--- config.mk ---
export PLATFORM = sky130hd
export DESIGN_NAME = csr_countdown_timer
export DESIGN_NICKNAME = d
export VERILOG_FILES = /design/src/rtl/csr_countdown_timer.sv
export SDC_FILE = /design/constraint.sdc
export NUM_CORES = 1
export LEC_CHECK = 0
export ABC_AREA = 1
export BUFFER_PORTS_ARGS = -buffer_cell sky130_fd_sc_hd__buf_2
export CAP_MARGIN = 10
export CORE_ASPECT_RATIO = 0.75
export CORE_UTILIZATION = 32
export CTS_CLUSTER_DIAMETER = 40
export DETAILED_ROUTE_END_ITERATION = 6
export PLACE_DENSITY = 0.63
export SLEW_MARGIN = 40
export SYNTH_ARGS = -nofsm -noshare
export SYNTH_HDL_FRONTEND = slang
export SYNTH_SLANG_ARGS = --single-unit
--- constraint.sdc ---
create_clock -name clk -period 2.8 [get_ports clk]
set_input_delay 0.56 -clock clk [delete_from_list [all_inputs] [get_ports clk]]
set_output_delay 0.56 -clock clk [all_outputs]
set_load 0.02 [all_outputs]
--- src/rtl/csr_countdown_timer.sv ---
// CSR-programmed countdown timer: TCFG loads/enables, TICLR clears the level TI flag.
// Optional TIMER_DEBUG_FREEZE_EN adds a debug_freeze input that stalls counting in RUN.
module csr_countdown_timer #(
  parameter int TIMER_W = 32
) (
  input  logic               clk,
  input  logic               reset,
  input  logic               tcfg_we,
  input  logic [TIMER_W-1:0] tcfg_wdata,
  input  logic               ticlr_we,
  input  logic [31:0]        ticlr_wdata,
`ifdef TIMER_DEBUG_FREEZE_EN
  input  logic               debug_freeze,
`endif
  output logic [TIMER_W-1:0] tcfg_rdata,
  output logic [TIMER_W-1:0] tval_rdata,
  output logic               timer_int,
  output logic               timer_running
);

  localparam logic [0:0] ST_IDLE = 1'b0;
  localparam logic [0:0] ST_RUN  = 1'b1;

  logic [TIMER_W-1:0] tcfg_q, tcfg_d;
  logic [TIMER_W-1:0] tval_q, tval_d;
  logic               ti_q, ti_d;
  logic [0:0]         state_q, state_d;
  logic               freeze;
  logic               counting;
  logic               expire;
  logic               clr_req;
  logic [TIMER_W-1:0] reload_val;
  logic [TIMER_W-1:0] load_val;
  logic               unused_ticlr_bits;

`ifdef TIMER_DEBUG_FREEZE_EN
  assign freeze = debug_freeze;
`else
  assign freeze = 1'b0;
`endif

  assign unused_ticlr_bits = ^ticlr_wdata[31:1];

  assign counting   = (state_q == ST_RUN) && !freeze;
  assign expire     = counting && (tval_q == '0);
  assign clr_req    = ticlr_we && ticlr_wdata[0];
  assign reload_val = {tcfg_q[TIMER_W-1:2], 2'b00};
  assign load_val   = {tcfg_wdata[TIMER_W-1:2], 2'b00};

  always_comb begin
    tcfg_d  = tcfg_q;
    tval_d  = tval_q;
    ti_d    = ti_q;
    state_d = state_q;

    if (counting) begin
      if (tval_q != '0) begin
        tval_d = tval_q - 1'b1;
      end else if (tcfg_q[1]) begin
        tval_d = reload_val;
      end else begin
        tval_d    = '1;
        state_d   = ST_IDLE;
        tcfg_d[0] = 1'b0;
      end
    end

    // A TCFG write overrides whatever the countdown decided this cycle.
    if (tcfg_we) begin
      tcfg_d = tcfg_wdata;
      if (tcfg_wdata[0]) begin
        tval_d  = load_val;
        state_d = ST_RUN;
      end else begin
        tval_d  = tval_q;
        state_d = ST_IDLE;
      end
    end

    // Set has priority over clear so an expiry is never lost.
    if (clr_req) ti_d = 1'b0;
    if (expire)  ti_d = 1'b1;
  end

  always_ff @(posedge clk or posedge reset) begin
    if (reset) begin
      tcfg_q  <= '0;
      tval_q  <= '1;
      ti_q    <= 1'b0;
      state_q <= ST_IDLE;
    end else begin
      tcfg_q  <= tcfg_d;
      tval_q  <= tval_d;
      ti_q    <= ti_d;
      state_q <= state_d;
    end
  end

  assign tcfg_rdata    = tcfg_q;
  assign tval_rdata    = tval_q;
  assign timer_int     = ti_q;
  assign timer_running = (state_q == ST_RUN);

endmodule

-- Yosys cells after proc, flatten, opt, wreduce, memory -nomap -nowiden
Index checks and enable logic that the tools add are counted.
- flip-flop bits (word level): 66
- latch bits: 0
- RAM bits: 0
- memory bits (read-only): 0
- input port bits: 68
- output and inout bits: 66
- logic and storage cells: 33
- memories: 0
- add/sub/neg operators: 1
- $mul: 0
- divide/modulo/power cells: 0
- magnitude comparators: 0
- eq/ne operators: 3
- shifts and indexed selects: 0
- mux-type cells: 16
- bitwise logic cells: 0
- reductions and logical operators: 8
- operators with widths (kind ; number):
    $mux W32 ; 5
    $logic_not A32 Y1 ; 1
    $reduce_bool A32 Y1 ; 1
    $sub A32 B1 Y32 const B ; 1
    $mux W1 ; 11
    $ne A2 B2 Y1 const B ; 2
    $reduce_bool A2 Y1 ; 2
    $reduce_and A3 Y1 ; 1
    $logic_and A1 B1 Y1 ; 2
    $ne A2 B1 Y1 const B ; 1
    $reduce_and A2 Y1 ; 1

-- Depth between registers and ports, before layout
Gate-level depths: netlist of run 1.
- depth in word-level cells: 4
- mapped depth: 12

-- Worst setup path after synthesis of run 1
OpenSTA, ideal clock, no wires.
- path kind: register to register
- start: register tval_q[0] (netlist: tval_rdata[0])
- end: register tval_q[14] (netlist: tval_rdata[14])
- setup time: 73 ps
- arrival: 1639 ps
- required time: 2727 ps
- path slack: 1088 ps
- cell stages (with the launch flop): 13
- period minus slack after synthesis: 1712 ps
- path through: dfstp_2 > inv_1 > ha_1 > nand2_1 > nor2_1 > nand2_1 > nor2_4 > nand3_2 > nand2_4 > buf_12 > nand2_2 > nand2_1 > a21oi_1
- longest elaborated chain between the ends: 4
- elaborated cells between the ends (all ways): 5
- those cells by class: 1 x add/sub; 3 x mux; 1 x reduce/logical
- ends and longest elaborated chain (item ; line ; text):
    start: declaration ; 25 ; logic [TIMER_W-1:0] tval_q, tval_d;
    start signal: assignment ; 93 ; tval_q <= tval_d;
    $sub A32 B1 Y32 / $reduce_bool A32 Y1 (equally long branches) ; 58, 57 ;
    $mux W32 * ; 57 ; if (tval_q != '0) begin
    $mux W32 * ; 56 ; if (counting) begin
    $mux W32 * ; 69 ; if (tcfg_we) begin
Every way passes the cells marked *; elsewhere a longest branch is shown, timed or not. The select of a mux whose other input is x is not followed.
A chain may end at the register's enable or synchronous reset.

-- Worst setup path after layout of run 1
- start: register tval_q[0] (netlist: tval_rdata[0])
- end: register tval_q[27] (netlist: tval_rdata[27])
Same word-level chain as after synthesis.

==> metrics.md, run 1 <==
| Metric | Value |
|---|---|
| Startpoint Class | `flip-flop` |
| Psw | `1.29 mW` |
| CP required | `about 3.1 ns` |
| Max-cap violations | `0` |
| Compound-Gate Fraction of Synth Area | `0.104` |
| Met3 usage | `0.0451` |
| Final Hold Fails | `0` |
| WP data arrival | `2.21 ns` |
| Sequential area share after synthesis | `0.396` |
| Setup violators final | `0` |
| Tmin final | `1.94 ns` |
| CP max-delay cell | `nor2_2` |
| Num rows | `36` |
| Synth Area in Adders | `0.00585` |
| Synth top area share | `0.199` |
| Root Buffer | `clkbuf_16` |
| Port buffer count | `102` |
| Gr usage total | `0.190` |
| I/O pin count | `134` |
| DRC viols | `0` |
| Routed WL per cell | `13.7 um` |
| Area after DPL | `4940 sq um` |
| Post-synthesis cell count | `622` |
| Vias/cell | `roughly 4.7` |
| Clk pwr share | `0.299` |
| Comb pwr share | `0.297` |
| GRT busiest layer | `met2` |
| Antenna-violating nets left | `0` |
| Main combinational cell family by area after synthesis | `simple AND/OR/NAND/NOR gates` |
| Mux share of post-synthesis cell area | `0` |
| Worst-margin pin slew | `0.598 ns` |
| Tot Pwr | `approximately 3.4 mW` |
| DRT Pass-1 Iters | `5` |
| Clock Path Buffers | `2` |
| Antenna cell count | `0` |
| Worst path top cell family by delay | `simple AND/OR/NAND/NOR gates` |
| NumNets Final | `791` |
| Kind of critical path | `flip-flop to flip-flop` |
| Total core area | `roughly 13000 sq um` |
| Post-CTS setup buffers | `0` |
| Clock sinks | `66` |
| Most frequent cells in the layout | `nand2_1, buf_2, nor2_1, a21oi_1, inv_1` |
| Fin area | `between 5000 and 6000 sq um` |
| Synthesized area | `4280 sq um` |
| Drt initial violations | `217` |
| Initial core utilization | `0.329` |
| #FFs+latches synth | `66` |
| TritonCTS clock tree | `done` |
| Worst reg2reg setup slack | `0.86 ns` |
| Post-Route WL | `12.3 mm` |
| Fraction of layout cells with a size suffix above 1 | `0.291` |
| CP Max Fanout | `12` |
| CP peak stage delay | `approximately 0.5 ns` |
| Leakage | `2.72 nW` |
| Met2 Use GR | `0.279` |
| Placed Cells | `roughly 900` |
| Top post-synthesis cells by area | `dfrtp_1, dfstp_2, nand2_1, nor2_1, a21oi_1` |
| Chip Height | `a little over 100 um` |
| Status | `finished clean` |
| Largest net degree at the start of global routing | `38` |
| Critical Path Sink Type | `flip-flop` |
| Met1 Use GR | `0.277` |
| Post-Synth XOR/XNOR Area | `0.0143` |
| Fmax | `just over 500 MHz` |
| Seq pwr share | `0.404` |
| Initial antenna violation count | `0` |
| Clock Skew | `0.00298 ns` |
| Setup TNS | `0 ns` |
| Yosys top cell by area | `dfrtp_1` |
| Synth unique cells | `32` |
| Most common cell on crit path | `nand2_1` |
| Vias | `4251` |
| Post-synthesis average cell area | `6.88 sq um` |
| Critical path, cell by cell | `inv_1 > nand2_1 > nor2_2 > nand2_1 > nor2_1 > nand2_1 > nand3_1 > nand2_1 > a21oi_1` |
| Int Pwr | `2.15 mW` |
| Sw Share | `0.374` |
| Syn_nets | `692` |
| GPL Wtd Cong | `between 0.9 and 1` |
| Pwr dens | `between 600 and 700 nW/um^2` |
| Number of buffers created by CTS | `9` |
| Post-CTS Hold Fix Bufs | `0` |
| IR drop worst, VDD | `~0.32 mV` |
| CP Buf/Inv Count | `1` |
| HPWL Detailed | `roughly 9 mm` |
| Global-route wire length before repair | `20.3 mm` |
| CTS resizes | `0` |
| Final Max Slew Viols | `0` |
| HP Class | `input pin to asynchronous set/reset pin` |
| Finished Layout Cells | `897` |
| YS warnings | `0` |
| Vias in the first global route | `just under 4000` |
| Htree depth | `3` |
| Area Growth Syn to Fin | `21.8%` |
| Final Cycle Share | `0.693` |
| Commonest non-fill, non-tap cell in the layout | `nand2_1` |
| CTS clk-pin slew, worst paths | `0.06 ns` |
| Source-to-sink clock delay at the later pin of the worst-skew pair | `0.34 ns` |
| GRT overflow | `0` |
| Final hold slack | `0.294 ns` |
| DIE AREA | `13800 sq um` |
| Worst relative slew slack | `0.601` |
| Die width | `135 um` |
| RSZ-0062 raised after global routing | `false` |
| Simple-gate share of the synthesized area | `0.405` |
cells in the mapped netlist, drive strengths merged:
library cell,count
dfstp,32
nor2,99
dfrtp,34
nand4,6
nand3,39
clkbuf,10
o21ai,16
nor3,1
nand3b,3
ha,2
xor2,7
buf,12
o211ai,1
a31o,1
inv,50
a21oi,63
nand2,245
a22o,1
per-layer routing:
layer,part of all wire,vias up
met5,0,-
met4,0.012,0
met3,0.068,13
met1,0.52,1938
met2,0.40,134
li1,-,2166
power groups by stage:
stage / Sequential [mW] / Combinational, mW / Clock (mW)
floorplan: 1.54 / 0.536 / 0
global placement: 1.40 / 1.02 / 0
detailed placement: 1.40 / 1.02 / 0
CTS: 1.39 / 1.03 / 1.06
global route: 1.42 / 1.16 / 1.09
finish: 1.39 / 1.02 / 1.03
cells by family after synthesis:
logic type      after synthesis
simple gates                393
compound gates               82
buf+inv                      72
flops                        66
xor+xnor                      7
fa+ha+maj                     2
layout make-up:
class / instances / area, sq um
tap: 171 / 214
clock inverter: 3 / 15.0
clock buffer: 13 / 250
inverter: 50 / 193
multi-input combinational: 484 / 2260
fill: 1404 / 7810
timing repair buffer: 110 / 583
sequential: 66 / 1690
worst paths after layout:
path / endpoint / start / depth (start not counted)
max in group asynchronous: tval_rdata[24] / reset / 3
setup reg to reg: tval_rdata[27] / tval_rdata[0] / 9
setup / recovery: tval_rdata[27] / tval_rdata[0] / 9
hold / removal: tcfg_rdata[3] / reset / 2
min in group clk: tcfg_rdata[1] / tcfg_wdata[1] / 3
hold reg to reg: tval_rdata[0] / tval_rdata[0] / 2
state kept, by name, summed over array words and instances, names as in the netlist:
signal and cells:
tcfg_rdata 32, timer_int 1, timer_running 1, tval_rdata 32
per-stage QoR:
step | setup WS (ns) | utilization
floorplan | 0.638 | -
global placement | 0.858 | 0.380
detailed placement | 0.839 | 0.380
CTS | 0.872 | 0.400
global route | 0.620 | 0.400
finish | 0.860 | 0.400
(Power assumes the default switching activity.)
==> run 2: changes to the inputs <==
--- a/config.mk
+++ b/config.mk
@@ -12,7 +12,7 @@
 export CORE_UTILIZATION = 32
 export CTS_CLUSTER_DIAMETER = 40
 export DETAILED_ROUTE_END_ITERATION = 6
-export PLACE_DENSITY = 0.63
+export PLACE_DENSITY = 0.65
 export SLEW_MARGIN = 40
 export SYNTH_ARGS = -nofsm -noshare
 export SYNTH_HDL_FRONTEND = slang
==> constraint.sdc (replaced) <==
create_clock -name clk -period 1.7 [get_ports clk]
set_input_delay 0.34 -clock clk [delete_from_list [all_inputs] [get_ports clk]]
set_output_delay 0.34 -clock clk [all_outputs]
set_load 0.02 [all_outputs]
==> run 2 against run 1 <==
  * The run now ends with DRC, setup timing left
  * Cell area increased by 12%
  * Power increased by 75%
  * Critical path depth increased by 3
  * Critical path type unchanged
  * Largest power group unchanged
  * Highest routed layer unchanged
==> metrics.md, run 2 (same netlist as run 1, synthesis figures left out) <==
| Metric | Value |
|---|---|
| Fill cells | `1338 (-4.7%)` |
| Fmax | `585 MHz (+13%)` |
| Comb pwr share | `0.354 (+0.057)` |
| Max-cap violations | `0 (unchanged)` |
| Port buffer count | `102 (unchanged)` |
| Clock Skew | `0.00529 ns (+0.00232 ns)` |
| GPL Wtd Cong | `0.925 (-1.9%)` |
| Clock sinks | `66 (unchanged)` |
| Sw Share | `0.382 (+0.00727)` |
| Most common cell on crit path | `nand2_2` |
| WP data arrival | `1.98 ns (-0.23 ns)` |
| CTS clk-pin slew, worst paths | `0.05 ns (about the same)` |
| CP max-delay cell | `dfstp_2` |
| Leakage | `2.99 nW (+10%)` |
| CP Max Fanout | `7 (-5)` |
| Total core area | `13000 sq um (unchanged)` |
| GRT overflow | `0 (unchanged)` |
| HP Class | `input pin to asynchronous set/reset pin` |
| HPWL Detailed | `9.70 mm (+4.9%)` |
| Number of buffers created by CTS | `9 (unchanged)` |
| Worst path top cell family by delay | `simple AND/OR/NAND/NOR gates` |
| CP peak stage delay | `0.55 ns (+0.05 ns)` |
| RSZ-0062 raised after global routing | `true` |
| Global-route wire length before repair | `22.1 mm (+9.0%)` |
| Startpoint Class | `flip-flop` |
| Vias | `4563 (+7.3%)` |
| Commonest non-fill, non-tap cell in the layout | `nand2_1` |
| I/O pin count | `134 (unchanged)` |
| Routed WL per cell | `14.7 um (+7.0%)` |
| NumNets Final | `840 (+6.2%)` |
| Gr usage total | `0.210 (+0.0203)` |
| Area Growth Syn to Fin | `36.5%` |
| Pwr dens | `1030 nW/um^2 (+56%)` |
| Critical Path Sink Type | `flip-flop` |
| Clock Path Buffers | `2 (unchanged)` |
| Place WS | `-0.144 ns (-0.984 ns)` |
| CP required | `1.97 ns (-1.10 ns)` |
| Drt initial violations | `260 (+20%)` |
| Final Max Slew Viols | `0 (unchanged)` |
| Critical path, cell by cell | `inv_4 > ha_4 > nand2_4 > nor2_4 > nand2_2 > nor2_4 > nand3_4 > buf_12 > nand2_8 > nand2_2 > nand2_2 > a21oi_2` |
| Final Hold Fails | `0 (unchanged)` |
| Placed Cells | `912 (+3.5%)` |
| Worst-margin pin slew | `0.783 ns (+0.185 ns)` |
| Fraction of layout cells with a size suffix above 1 | `0.402 (+0.111)` |
| Clk pwr share | `0.275 (-0.024)` |
| Final worst slack | `-0.00965 ns (-0.869 ns)` |
| Tmin final | `1.71 ns (-0.231 ns)` |
| Source-to-sink clock delay at the later pin of the worst-skew pair | `0.34 ns (about the same)` |
| DIE AREA | `13800 sq um (unchanged)` |
| CP Buf/Inv Count | `2 (+1)` |
| Final Cycle Share | `1.01 (+0.313)` |
| Psw | `2.29 mW (+78%)` |
| Vias/cell | `4.83 (+1.9%)` |
| Htree depth | `3 (unchanged)` |
| TritonCTS clock tree | `done` |
| Post-Route WL | `13.9 mm (+13%)` |
| Kind of critical path | `flip-flop to flip-flop` |
| Seq pwr share | `0.371 (-0.033)` |
| Antenna cell count | `0 (unchanged)` |
| Worst relative slew slack | `0.478 (-0.124)` |
| Num rows | `36 (unchanged)` |
| Die width | `135 um (unchanged)` |
| Vias in the first global route | `4247 (+9.2%)` |
| Largest net degree at the start of global routing | `67 (+76%)` |
| Status | `finished with violations` |
| Initial core utilization | `0.329 (unchanged)` |
| Int Pwr | `3.71 mW (+73%)` |
| Root Buffer | `clkbuf_16` |
| DRT Pass-1 Iters | `7 (+2)` |
| Failing checks | `DRC, setup timing` |
| Initial antenna violation count | `0 (unchanged)` |
| IR drop worst, VDD | `0.499 mV (+57%)` |
| Chip Height | `102 um (unchanged)` |
| Finished Layout Cells | `945 (+5.4%)` |
| Setup violators final | `3 (+3)` |
| Most frequent cells in the layout | `nand2_1, buf_2, nor2_1, buf_4, a21oi_1` |
| DRC viols | `1 (+1)` |
| Antenna-violating nets left | `0 (unchanged)` |
==> run 2: changes by cell type in the layout (fill, tap and decap cells not counted), moves of 6 or more <==
cell	previous run	this run
nand2_1	223	199
nor2_4	6	12
a21oi_1	58	47
buf_4	7	50
nand2_2	17	38
a21oi_2	5	16
nor2_1	81	72
==> run 2: area by class of cell <==
| cell class | count | area (sq um) | area share |
|---|---|---|---|
| Tap cell | 171 | 214 | 0.0366 |
| Multi-Input combinational cell | 487 | 2520 | 0.432 |
| Sequential cell | 66 | 1690 | 0.290 |
| Clock buffer | 11 | 233 | 0.0399 |
| Inverter | 50 | 199 | 0.0341 |
| Timing Repair Buffer | 156 | 957 | 0.164 |
| Clock inverter | 4 | 20.0 | 0.00343 |
==> run 2: layer usage <==
layer  GRT usage  vias to the layer above  part of all wire
met5           0                        -                 0
met4      0.0648                        0             0.017
met3      0.0491                       20             0.065
met2       0.318                      143              0.43
met1       0.296                     2130              0.49
li1            -                     2270                 -
==> run 2: power by group through the flow <==
stage | sequential, mW | combinational [mW] | clock [mW]
floorplan | 2.54 | 0.884 | 0
global placement | 2.23 | 1.92 | 0
detailed placement | 2.23 | 1.94 | 0
CTS | 2.22 | 2.00 | 1.68
global route | 2.26 | 2.35 | 1.73
finish | 2.23 | 2.13 | 1.65
==> run 2: final timing paths <==
path,from,endpoint,slack [ns],depth (start not counted)
hold reg to reg,tcfg_rdata[25],tcfg_rdata[25],0.49,2
setup / recovery,tval_rdata[0],tval_rdata[15],-0.01,12
setup reg to reg,tval_rdata[0],tval_rdata[15],-0.01,12
max in group asynchronous,reset,tval_rdata[2],1.26,3
hold / removal,reset,tcfg_rdata[14],0.10,3
min in group clk,tcfg_wdata[1],tcfg_rdata[1],0.21,3
==> run 2: worst register-to-register path: stages, from the launching register on <==
cell	delay, ns
dfstp_2	0.55
inv_4	0.05
ha_4	0.16
nand2_4	0.07
nor2_4	0.04
nand2_2	0.07
nor2_4	0.05
nand3_4	0.13
buf_12	0.13
nand2_8	0.09
nand2_2	0.13
nand2_2	0.06
a21oi_2	0.13
==> run 2: repair_timing <==
| action | CTS | global route |
|---|---|---|
| pin swaps | 5 | 10 |
| endpoints found under the hold margin | 0 | 0 |
| hold buffers | 0 | 0 |
| gates resized for setup | 14 | 54 |
| setup buffers | 1 | 14 |
| setup endpoints to repair | 28 | 33 |
| gates cloned | 3 | 0 |
==> run 2: metrics by stage <==
step           hold WS, ns  setup TNS, ns  total power [mW]  utilization  instance area (sq um)
2_1_floorplan        0.453              0              3.42            -                   4280
3_3_place_gp         0.465          -1.91              4.14        0.398                   5180
3_5_place_dp         0.471          -2.93              4.17        0.398                   5180
4_1_cts              0.116              0              5.90        0.426                   5540
5_1_grt              0.127          -1.38              6.35        0.448                   5840
6_report             0.102        -0.0232              6.01        0.448                   5840
